**src/rtl/mips_cpu_run_controller_pkg.sv**
```systemverilog
// Shared types for the MIPS CPU run controller: sequencer states and the
// completion status flags reported to the harness.
package mips_tb_pkg;

  typedef enum logic [2:0] {
    IDLE,
    HOLD,
    WAIT_ACT,
    RUN,
    DONE
  } run_state_t;

  typedef struct packed {
    logic pass;
    logic timed_out;
    logic no_active;
  } run_status_t;

  function automatic int max_int(input int a, input int b);
    return (a > b) ? a : b;
  endfunction

endpackage

```
**src/rtl/mips_cpu_run_controller_if.sv**
```systemverilog
// Harness-side and CPU-side signals of the run controller. The optional v0
// trace outputs exist only when RUN_CTRL_V0_TRACE_EN is defined.
interface mips_cpu_run_controller_if #(
  parameter int CNT_W  = 32,
  parameter int DATA_W = 32
);
  logic              start;
  logic [CNT_W-1:0]  timeout_cycles;
  logic [DATA_W-1:0] expected_v0;
  logic              cpu_reset;
  logic              cpu_clk_enable;
  logic              cpu_active;
  logic [DATA_W-1:0] cpu_register_v0;
  logic              busy;
  logic              done;
  logic              pass;
  logic              timed_out;
  logic              no_active;
  logic [DATA_W-1:0] result_v0;
  logic [CNT_W-1:0]  cycle_count;
`ifdef RUN_CTRL_V0_TRACE_EN
  logic [CNT_W-1:0]  v0_changes;
  logic [CNT_W-1:0]  last_change_cycle;
`endif

  modport slave (
    input  start, timeout_cycles, expected_v0, cpu_active, cpu_register_v0,
    output cpu_reset, cpu_clk_enable, busy, done, pass, timed_out, no_active,
           result_v0, cycle_count
`ifdef RUN_CTRL_V0_TRACE_EN
    , output v0_changes, last_change_cycle
`endif
  );

  modport master (
    output start, timeout_cycles, expected_v0, cpu_active, cpu_register_v0,
    input  cpu_reset, cpu_clk_enable, busy, done, pass, timed_out, no_active,
           result_v0, cycle_count
`ifdef RUN_CTRL_V0_TRACE_EN
    , input v0_changes, last_change_cycle
`endif
  );

endinterface

```
**src/rtl/mips_cpu_run_controller_sat_counter.sv**
```systemverilog
// Up-counter that sticks at all-ones; clear has priority over increment.
module sat_counter #(
  parameter int W = 8
) (
  input  logic         clk,
  input  logic         rst_n,
  input  logic         clr,
  input  logic         inc,
  output logic [W-1:0] count
);
  logic [W-1:0] r_count;

  always_ff @(posedge clk or negedge rst_n) begin
    if (!rst_n) begin
      r_count <= '0;
    end else if (clr) begin
      r_count <= '0;
    end else if (inc && (r_count != '1)) begin
      r_count <= r_count + W'(1);
    end
  end

  assign count = r_count;

endmodule

```
**src/rtl/mips_cpu_run_controller.sv**
```systemverilog
// Run sequencer/checker for one mips_cpu_harvard: reset pulse, enable, wait for
// active to fall, then grade v0. Optional v0 trace: define RUN_CTRL_V0_TRACE_EN.
module mips_cpu_run_controller
  import mips_tb_pkg::*;
#(
  parameter int CNT_W       = 32,
  parameter int RESET_HOLD  = 2,
  parameter int ACTIVE_WAIT = 4,
  parameter int DATA_W      = 32
) (
  input logic                    clk,
  input logic                    reset,
  mips_cpu_run_controller_if.slave bus
);
  localparam int PH_W = $clog2(max_int(RESET_HOLD, ACTIVE_WAIT) + 1);

  run_state_t        r_state;
  run_state_t        w_state_next;
  logic              r_armed;
  logic [CNT_W-1:0]  r_limit;
  logic [DATA_W-1:0] r_expected;
  logic [DATA_W-1:0] r_result_v0;
  run_status_t       r_status;

  logic              w_start_acc;
  logic              w_hold_end;
  logic              w_wait_expire;
  logic              w_limit_hit;
  logic              w_finish;
  logic [PH_W-1:0]   w_phase;
  logic [CNT_W-1:0]  w_cycle_count;
  logic [CNT_W-1:0]  w_cnt_plus1;

  // r_armed stays low until the first edge after reset release, which both
  // keeps the CPU in reset and masks a start coinciding with the release.
  always_ff @(posedge clk or negedge reset) begin
    if (!reset) r_armed <= 1'b0;
    else        r_armed <= 1'b1;
  end

  assign w_start_acc   = bus.start && r_armed && ((r_state == IDLE) || (r_state == DONE));
  assign w_hold_end    = (r_state == HOLD) && (w_phase == PH_W'(RESET_HOLD - 1));
  assign w_wait_expire = (r_state == WAIT_ACT) && !bus.cpu_active &&
                         (w_phase == PH_W'(ACTIVE_WAIT - 1));
  assign w_cnt_plus1   = w_cycle_count + CNT_W'(1);
  assign w_limit_hit   = (r_limit != '0) && (w_cnt_plus1 == r_limit);
  assign w_finish      = (r_state == RUN) && (!bus.cpu_active || w_limit_hit);

  sat_counter #(.W(PH_W)) u_phase_cnt (
    .clk   (clk),
    .rst_n (reset),
    .clr   (w_state_next != r_state),
    .inc   ((r_state == HOLD) || (r_state == WAIT_ACT)),
    .count (w_phase)
  );

  sat_counter #(.W(CNT_W)) u_cycle_cnt (
    .clk   (clk),
    .rst_n (reset),
    .clr   (w_start_acc),
    .inc   (r_state == RUN),
    .count (w_cycle_count)
  );

  always_ff @(posedge clk or negedge reset) begin
    if (!reset) r_state <= IDLE;
    else        r_state <= w_state_next;
  end

  always_comb begin
    w_state_next = r_state;
    case (r_state)
      IDLE, DONE: if (w_start_acc) w_state_next = HOLD;
      HOLD:       if (w_hold_end) w_state_next = WAIT_ACT;
      WAIT_ACT: begin
        if (bus.cpu_active)     w_state_next = RUN;
        else if (w_wait_expire) w_state_next = DONE;
      end
      RUN:        if (w_finish) w_state_next = DONE;
      default:    w_state_next = IDLE;
    endcase
  end

  always_comb begin
    bus.cpu_reset      = !r_armed;
    bus.cpu_clk_enable = 1'b0;
    bus.busy           = 1'b0;
    bus.done           = 1'b0;
    case (r_state)
      HOLD: begin
        bus.cpu_reset = 1'b1;
        bus.busy      = 1'b1;
      end
      WAIT_ACT, RUN: begin
        bus.cpu_clk_enable = 1'b1;
        bus.busy           = 1'b1;
      end
      DONE:    bus.done = 1'b1;
      default: ;
    endcase
  end

  // A finish with active still high can only be the limit, so timed_out is
  // simply the sampled active flag; a falling active wins a same-cycle limit.
  always_ff @(posedge clk or negedge reset) begin
    if (!reset) begin
      r_limit     <= '0;
      r_expected  <= '0;
      r_result_v0 <= '0;
      r_status    <= '0;
    end else if (w_start_acc) begin
      r_limit     <= bus.timeout_cycles;
      r_expected  <= bus.expected_v0;
      r_result_v0 <= '0;
      r_status    <= '0;
    end else if (w_wait_expire) begin
      r_status.no_active <= 1'b1;
    end else if (w_finish) begin
      r_result_v0        <= bus.cpu_register_v0;
      r_status.pass      <= !bus.cpu_active && (bus.cpu_register_v0 == r_expected);
      r_status.timed_out <= bus.cpu_active;
    end
  end

  assign bus.pass        = r_status.pass;
  assign bus.timed_out   = r_status.timed_out;
  assign bus.no_active   = r_status.no_active;
  assign bus.result_v0   = r_result_v0;
  assign bus.cycle_count = w_cycle_count;

`ifdef RUN_CTRL_V0_TRACE_EN
  logic [DATA_W-1:0] r_prev_v0;
  logic [CNT_W-1:0]  r_last_change;
  logic [CNT_W-1:0]  w_v0_changes;
  logic              w_v0_changed;

  assign w_v0_changed = (r_state == RUN) && (bus.cpu_register_v0 != r_prev_v0);

  always_ff @(posedge clk or negedge reset) begin
    if (!reset) begin
      r_prev_v0     <= '0;
      r_last_change <= '0;
    end else begin
      r_prev_v0 <= bus.cpu_register_v0;
      if (w_start_acc)       r_last_change <= '0;
      else if (w_v0_changed) r_last_change <= w_cycle_count;
    end
  end

  sat_counter #(.W(CNT_W)) u_v0_change_cnt (
    .clk   (clk),
    .rst_n (reset),
    .clr   (w_start_acc),
    .inc   (w_v0_changed),
    .count (w_v0_changes)
  );

  assign bus.v0_changes        = w_v0_changes;
  assign bus.last_change_cycle = r_last_change;
`endif

endmodule

```
**src/flat_wrapper.sv**
```systemverilog
// flat-port wrapper written by rule: the top's interface ports become plain ports
module mips_cpu_run_controller_flat import mips_tb_pkg::*;
#(
  parameter int CNT_W       = 32,
  parameter int RESET_HOLD  = 2,
  parameter int ACTIVE_WAIT = 4,
  parameter int DATA_W      = 32
)
  (clk, reset, bus_start, bus_timeout_cycles, bus_expected_v0, bus_cpu_active, bus_cpu_register_v0, bus_cpu_reset, bus_cpu_clk_enable, bus_busy, bus_done, bus_pass, bus_timed_out, bus_no_active, bus_result_v0, bus_cycle_count);
  mips_cpu_run_controller_if #(.CNT_W(CNT_W), .DATA_W(DATA_W)) bus_i ();
  input logic clk;
  input logic reset;
  input wire logic [$bits(bus_i.start)-1:0] bus_start;
  input wire logic [$bits(bus_i.timeout_cycles)-1:0] bus_timeout_cycles;
  input wire logic [$bits(bus_i.expected_v0)-1:0] bus_expected_v0;
  input wire logic [$bits(bus_i.cpu_active)-1:0] bus_cpu_active;
  input wire logic [$bits(bus_i.cpu_register_v0)-1:0] bus_cpu_register_v0;
  output wire logic [$bits(bus_i.cpu_reset)-1:0] bus_cpu_reset;
  output wire logic [$bits(bus_i.cpu_clk_enable)-1:0] bus_cpu_clk_enable;
  output wire logic [$bits(bus_i.busy)-1:0] bus_busy;
  output wire logic [$bits(bus_i.done)-1:0] bus_done;
  output wire logic [$bits(bus_i.pass)-1:0] bus_pass;
  output wire logic [$bits(bus_i.timed_out)-1:0] bus_timed_out;
  output wire logic [$bits(bus_i.no_active)-1:0] bus_no_active;
  output wire logic [$bits(bus_i.result_v0)-1:0] bus_result_v0;
  output wire logic [$bits(bus_i.cycle_count)-1:0] bus_cycle_count;
  assign bus_i.start = bus_start;
  assign bus_i.timeout_cycles = bus_timeout_cycles;
  assign bus_i.expected_v0 = bus_expected_v0;
  assign bus_i.cpu_active = bus_cpu_active;
  assign bus_i.cpu_register_v0 = bus_cpu_register_v0;
  assign bus_cpu_reset = bus_i.cpu_reset;
  assign bus_cpu_clk_enable = bus_i.cpu_clk_enable;
  assign bus_busy = bus_i.busy;
  assign bus_done = bus_i.done;
  assign bus_pass = bus_i.pass;
  assign bus_timed_out = bus_i.timed_out;
  assign bus_no_active = bus_i.no_active;
  assign bus_result_v0 = bus_i.result_v0;
  assign bus_cycle_count = bus_i.cycle_count;
  mips_cpu_run_controller #(.CNT_W(CNT_W), .RESET_HOLD(RESET_HOLD), .ACTIVE_WAIT(ACTIVE_WAIT), .DATA_W(DATA_W)) u_core (.clk(clk), .reset(reset), .bus(bus_i));
endmodule
```
**config.mk**
```make
export PLATFORM = sky130hd
export DESIGN_NAME = mips_cpu_run_controller_flat
export DESIGN_NICKNAME = d
export VERILOG_FILES = /design/src/rtl/mips_cpu_run_controller_pkg.sv /design/src/rtl/mips_cpu_run_controller_if.sv /design/src/rtl/mips_cpu_run_controller_sat_counter.sv /design/src/rtl/mips_cpu_run_controller.sv /design/src/flat_wrapper.sv
export SDC_FILE = /design/constraint.sdc
export NUM_CORES = 1
export LEC_CHECK = 0
export BUFFER_PORTS_ARGS = -buffer_cell sky130_fd_sc_hd__buf_4
export CORE_ASPECT_RATIO = 0.6
export CORE_MARGIN = 1
export CORE_UTILIZATION = 24
export CTS_BUF_LIST = sky130_fd_sc_hd__clkbuf_4 sky130_fd_sc_hd__clkbuf_8
export CTS_CLUSTER_SIZE = 8
export DETAILED_ROUTE_END_ITERATION = 7
export GPL_TIMING_DRIVEN = 0
export PLACE_DENSITY_LB_ADDON = 0.05
export SYNTH_ARGS = -nofsm -noshare
export SYNTH_HDL_FRONTEND = slang
export SYNTH_HIERARCHICAL = 1
export SYNTH_SLANG_ARGS = --single-unit
```
**constraint.sdc**
```tcl
create_clock -name clk -period 3.77 [get_ports clk]
set_input_delay 0.1885 -clock clk [delete_from_list [all_inputs] [get_ports clk]]
set_output_delay 0.1885 -clock clk [all_outputs]
set_load 0.01 [all_outputs]
```
==> results_dict.tcl <==
set metrics [dict create \
    status "finished, final reports clean" \
    seqPwrFrac 0.394 \
    r2r_cells 12 \
    drt-vias-per-instance 4.676 \
    synth_seq_cells 138 \
    placement.io_buffers 170 \
    p_clk_frac 0.218 \
    vias 7566 \
    grt_start_max_net_pins 74 \
    swShare 0.3966 \
    synth_area_leaders "dfrtp_1 44%, nand2_1 14%, xnor2_1 5.3%" \
    path_cells "ha_2 > and3_1 > buf_2 > nand4_4 > nor4_4 > mux2i_2 > o2111ai_1 > nor4_4 > a21boi_4 > a211oi_4 > nor2b_1 > mux2_4" \
    ant_nets 0 \
    avgRoutedWirePerCell_um 18.64 \
    fmax_mhz 278.3 \
    die_h_um 141.8 \
    power_density_nw_per_um2 559.9 \
    core_um2 31590 \
    endpoint_kind "register" \
    grt_pass1_vias 7221 \
    place.gp.congestion 0.8033 \
    dr.pass1.iters 5 \
    dp_hpwl_mm 22.28 \
    clk_latency_ns 0.48 \
    design.die.area_um2 33310 \
    synthCells 895 \
    area_growth_syn_to_layout_pct 42.88 \
    finClkSkew_ns 0.009588 \
    arrival_ns 3.97 \
    cpPeakStageDelay_ns 0.47 \
    crit_top_cell "nor4_4" \
    yosysTopAreaCellShare 0.4420 \
    htreeDepth 4 \
    cts-root-buf "clkbuf_8" \
    rows 50 \
    grt_pass1_wl_mm 45.58 \
    grt_overflow 0 \
    whs_ns 0.1225 \
    netlist_area_um2 7814 \
    slew_viol_final 0 \
    holdPathStages 4 \
    drt_iter0_markers 676 \
    worstSetupStartpointType "register" \
    holdCritPathClass "input port to register" \
    p_sw_mw 2.479 \
    fin_crit_sh 0.9532 \
    synth-async-reset-ratio 1.000 \
    ys_seq_area_frac 0.4420 \
    drive_gt1_frac 0.2230 \
    placed_cells 1482 \
    yosys_warnings 6 \
    synth-main-ff-cell "dfrtp_1" \
    ff2ff_setup_slack_ns 0.18 \
    cts_buffers 17 \
    min_period_ns 3.593 \
    p_comb_frac 0.388 \
    synth.distinct_cells 72 \
    path_class "register to register" \
    crit_buf_inv 1 \
    cellInternalPower_mw 3.772 \
    synth_top_area_cell "dfrtp_1" \
    cp_num_cells 12 \
    drv_cap 0 \
    antenna_found_initial 0 \
    diodes 0 \
    wl_mm 30.15 \
    syn_area_per_cell_um2 8.730 \
    tightest_slew_ns 0.8277 \
    hold_viol 0 \
    syn_nets 999 \
    route.detailed.drc 0 \
    crit_required_ns 4.14 \
    grt_usage 0.1827 \
    io_pins 171 \
    peakVddDrop_v 0.0002195 \
    clkSlewWorstSetupHoldPaths_ns 0.09 \
    synth_edf_count 0 \
    cp_slowest_cell "dfrtp_2" \
    fin_nets 1293 \
    fin_cells 1618 \
    start_util 0.2473 \
    max-slew-margin-rel 0.4431 \
    ctsLongestPathBuffers 2 \
    grt_setup_unrepaired "no" \
    critical_path.max_fanout 10 \
    finalSetupViolations 0 \
    crit_family "simple AND/OR/NAND/NOR gates" \
    die_w_um 234.9 \
    p_leak_nw 5.037 \
    clock-sinks 138 \
    cts_tree "done" \
]
## worst paths after layout
path / start / end
min in group asynchronous: reset / u_core/r_expected[22]
max: u_core/u_cycle_cnt/count[1] / u_core/u_phase_cnt/count[0]
min: bus_start / u_core/r_state[2]
max reg2reg: u_core/u_cycle_cnt/count[1] / u_core/u_phase_cnt/count[0]
max in group asynchronous: reset / u_core/r_limit[28]
min reg2reg: u_core/r_expected[26] / u_core/r_expected[26]
## synth_stat cells (all sizes together) (9+ instances only)
master / instances
xnor2: 47
nor3: 10
a21oi: 22
o21ai: 13
nand2b: 9
clkbuf: 22
o22ai: 34
nand3: 26
inv: 12
nor4: 29
nand4: 23
buf: 17
nor2: 41
nor2b: 12
dfrtp: 138
a211oi: 11
nand2: 286
and3: 14
xor2: 38
## flip-flops by register name, summed over array words and instances, names as in the netlist
register and cells:
u_core/r_armed 1, u_core/r_state 3, u_core/r_expected 32, u_core/r_limit 32, u_core/u_cycle_cnt/count 32, u_core/bus.result_v0 32, u_core/u_phase_cnt/count 3, u_core/bus.timed_out 1
u_core/bus.no_active 1, u_core/bus.pass 1
## per-stage QoR
stage               utilization  TNS [ns]  power (mW)  instance area (µm²)  worst slack, ns
floorplan                     -         0       3.754                 7814           0.5295
global placement         0.3042    -3.586       4.754                 9610          -0.4510
detailed placement       0.3053    -2.951       4.759                 9646          -0.4243
CTS                      0.3508         0       6.270                11080        0.0005316
global route             0.3534         0       6.714                11160         0.007566
finish                   0.3534         0       6.251                11160           0.1765
## metal layers
| metal | GRT usage | wire [µm] |
|---|---|---|
| met2 | 0.2343 | 11630 |
| met1 | 0.3004 | 16940 |
| met4 | 0.04328 | 252 |
| met5 | 0 | 0 |
| met3 | 0.03268 | 1328 |
## cells in the final DEF (no fill, tap or decap), types with 18 or more instances in the layout
| master | instances |
|---|---|
| dlygate4sd3_1 | 98 |
| clkbuf_1 | 18 |
| nand3_1 | 24 |
| nand2_1 | 286 |
| nor4_1 | 20 |
| nor2_1 | 40 |
| buf_4 | 179 |
| nand4_1 | 21 |
| dfrtp_1 | 134 |
| xor2_1 | 38 |
| xnor2_1 | 47 |
| a21oi_1 | 22 |
| o22ai_1 | 32 |
## worst register-to-register path: stages (launching register included)
cell	delay [ns]
dfrtp_2	0.47
ha_2	0.25
and3_1	0.15
buf_2	0.21
nand4_4	0.21
nor4_4	0.28
mux2i_2	0.34
o2111ai_1	0.23
nor4_4	0.42
a21boi_4	0.23
a211oi_4	0.36
nor2b_1	0.08
mux2_4	0.27
## power by group through the flow
stage	combinational (mW)	clock [mW]	sequential (mW)
final	2.43	1.36	2.46
after CTS	2.38	1.42	2.47
after floorplan	1.30	0	2.45
after global routing	2.69	1.48	2.55
after detailed placement	2.26	0	2.50
after global placement	2.25	0	2.50
## area by class of cell
cell class                      instances  area, µm²
Clock buffer                           17      234.0
Clock inverter                         15      190.2
Fill cell                            3317      20430
Multi-Input combinational cell        705       4168
Timing Repair inverter                  1      5.005
Inverter                               13      56.30
Buffer                                 37      187.7
Sequential cell                       138       3458
Timing Repair Buffer                  276       2345
Tap cell                              416      520.5
## repair_timing
item	in CTS	in global routing
endpoints found under the setup margin	26	48
cloned	0	1
hold buffers	98	0
hold endpoints to repair	163	0
setup buffers	2	5
resized for setup	5	12
pin swaps	1	4
## cell families after synthesis
| kind of cell | synth area share |
|---|---|
| buffers and inverters | 0.03106 |
| muxes | 0.01617 |
| xor gates and xnor gates | 0.09528 |
| and+or+nand+nor | 0.3055 |
| other | 0.0004799 |
| DFF | 0.4420 |
| AOI/OAI and AO/OA | 0.1031 |
| adders and majority gates | 0.006405 |
Power figures use the tool's default switching activity.
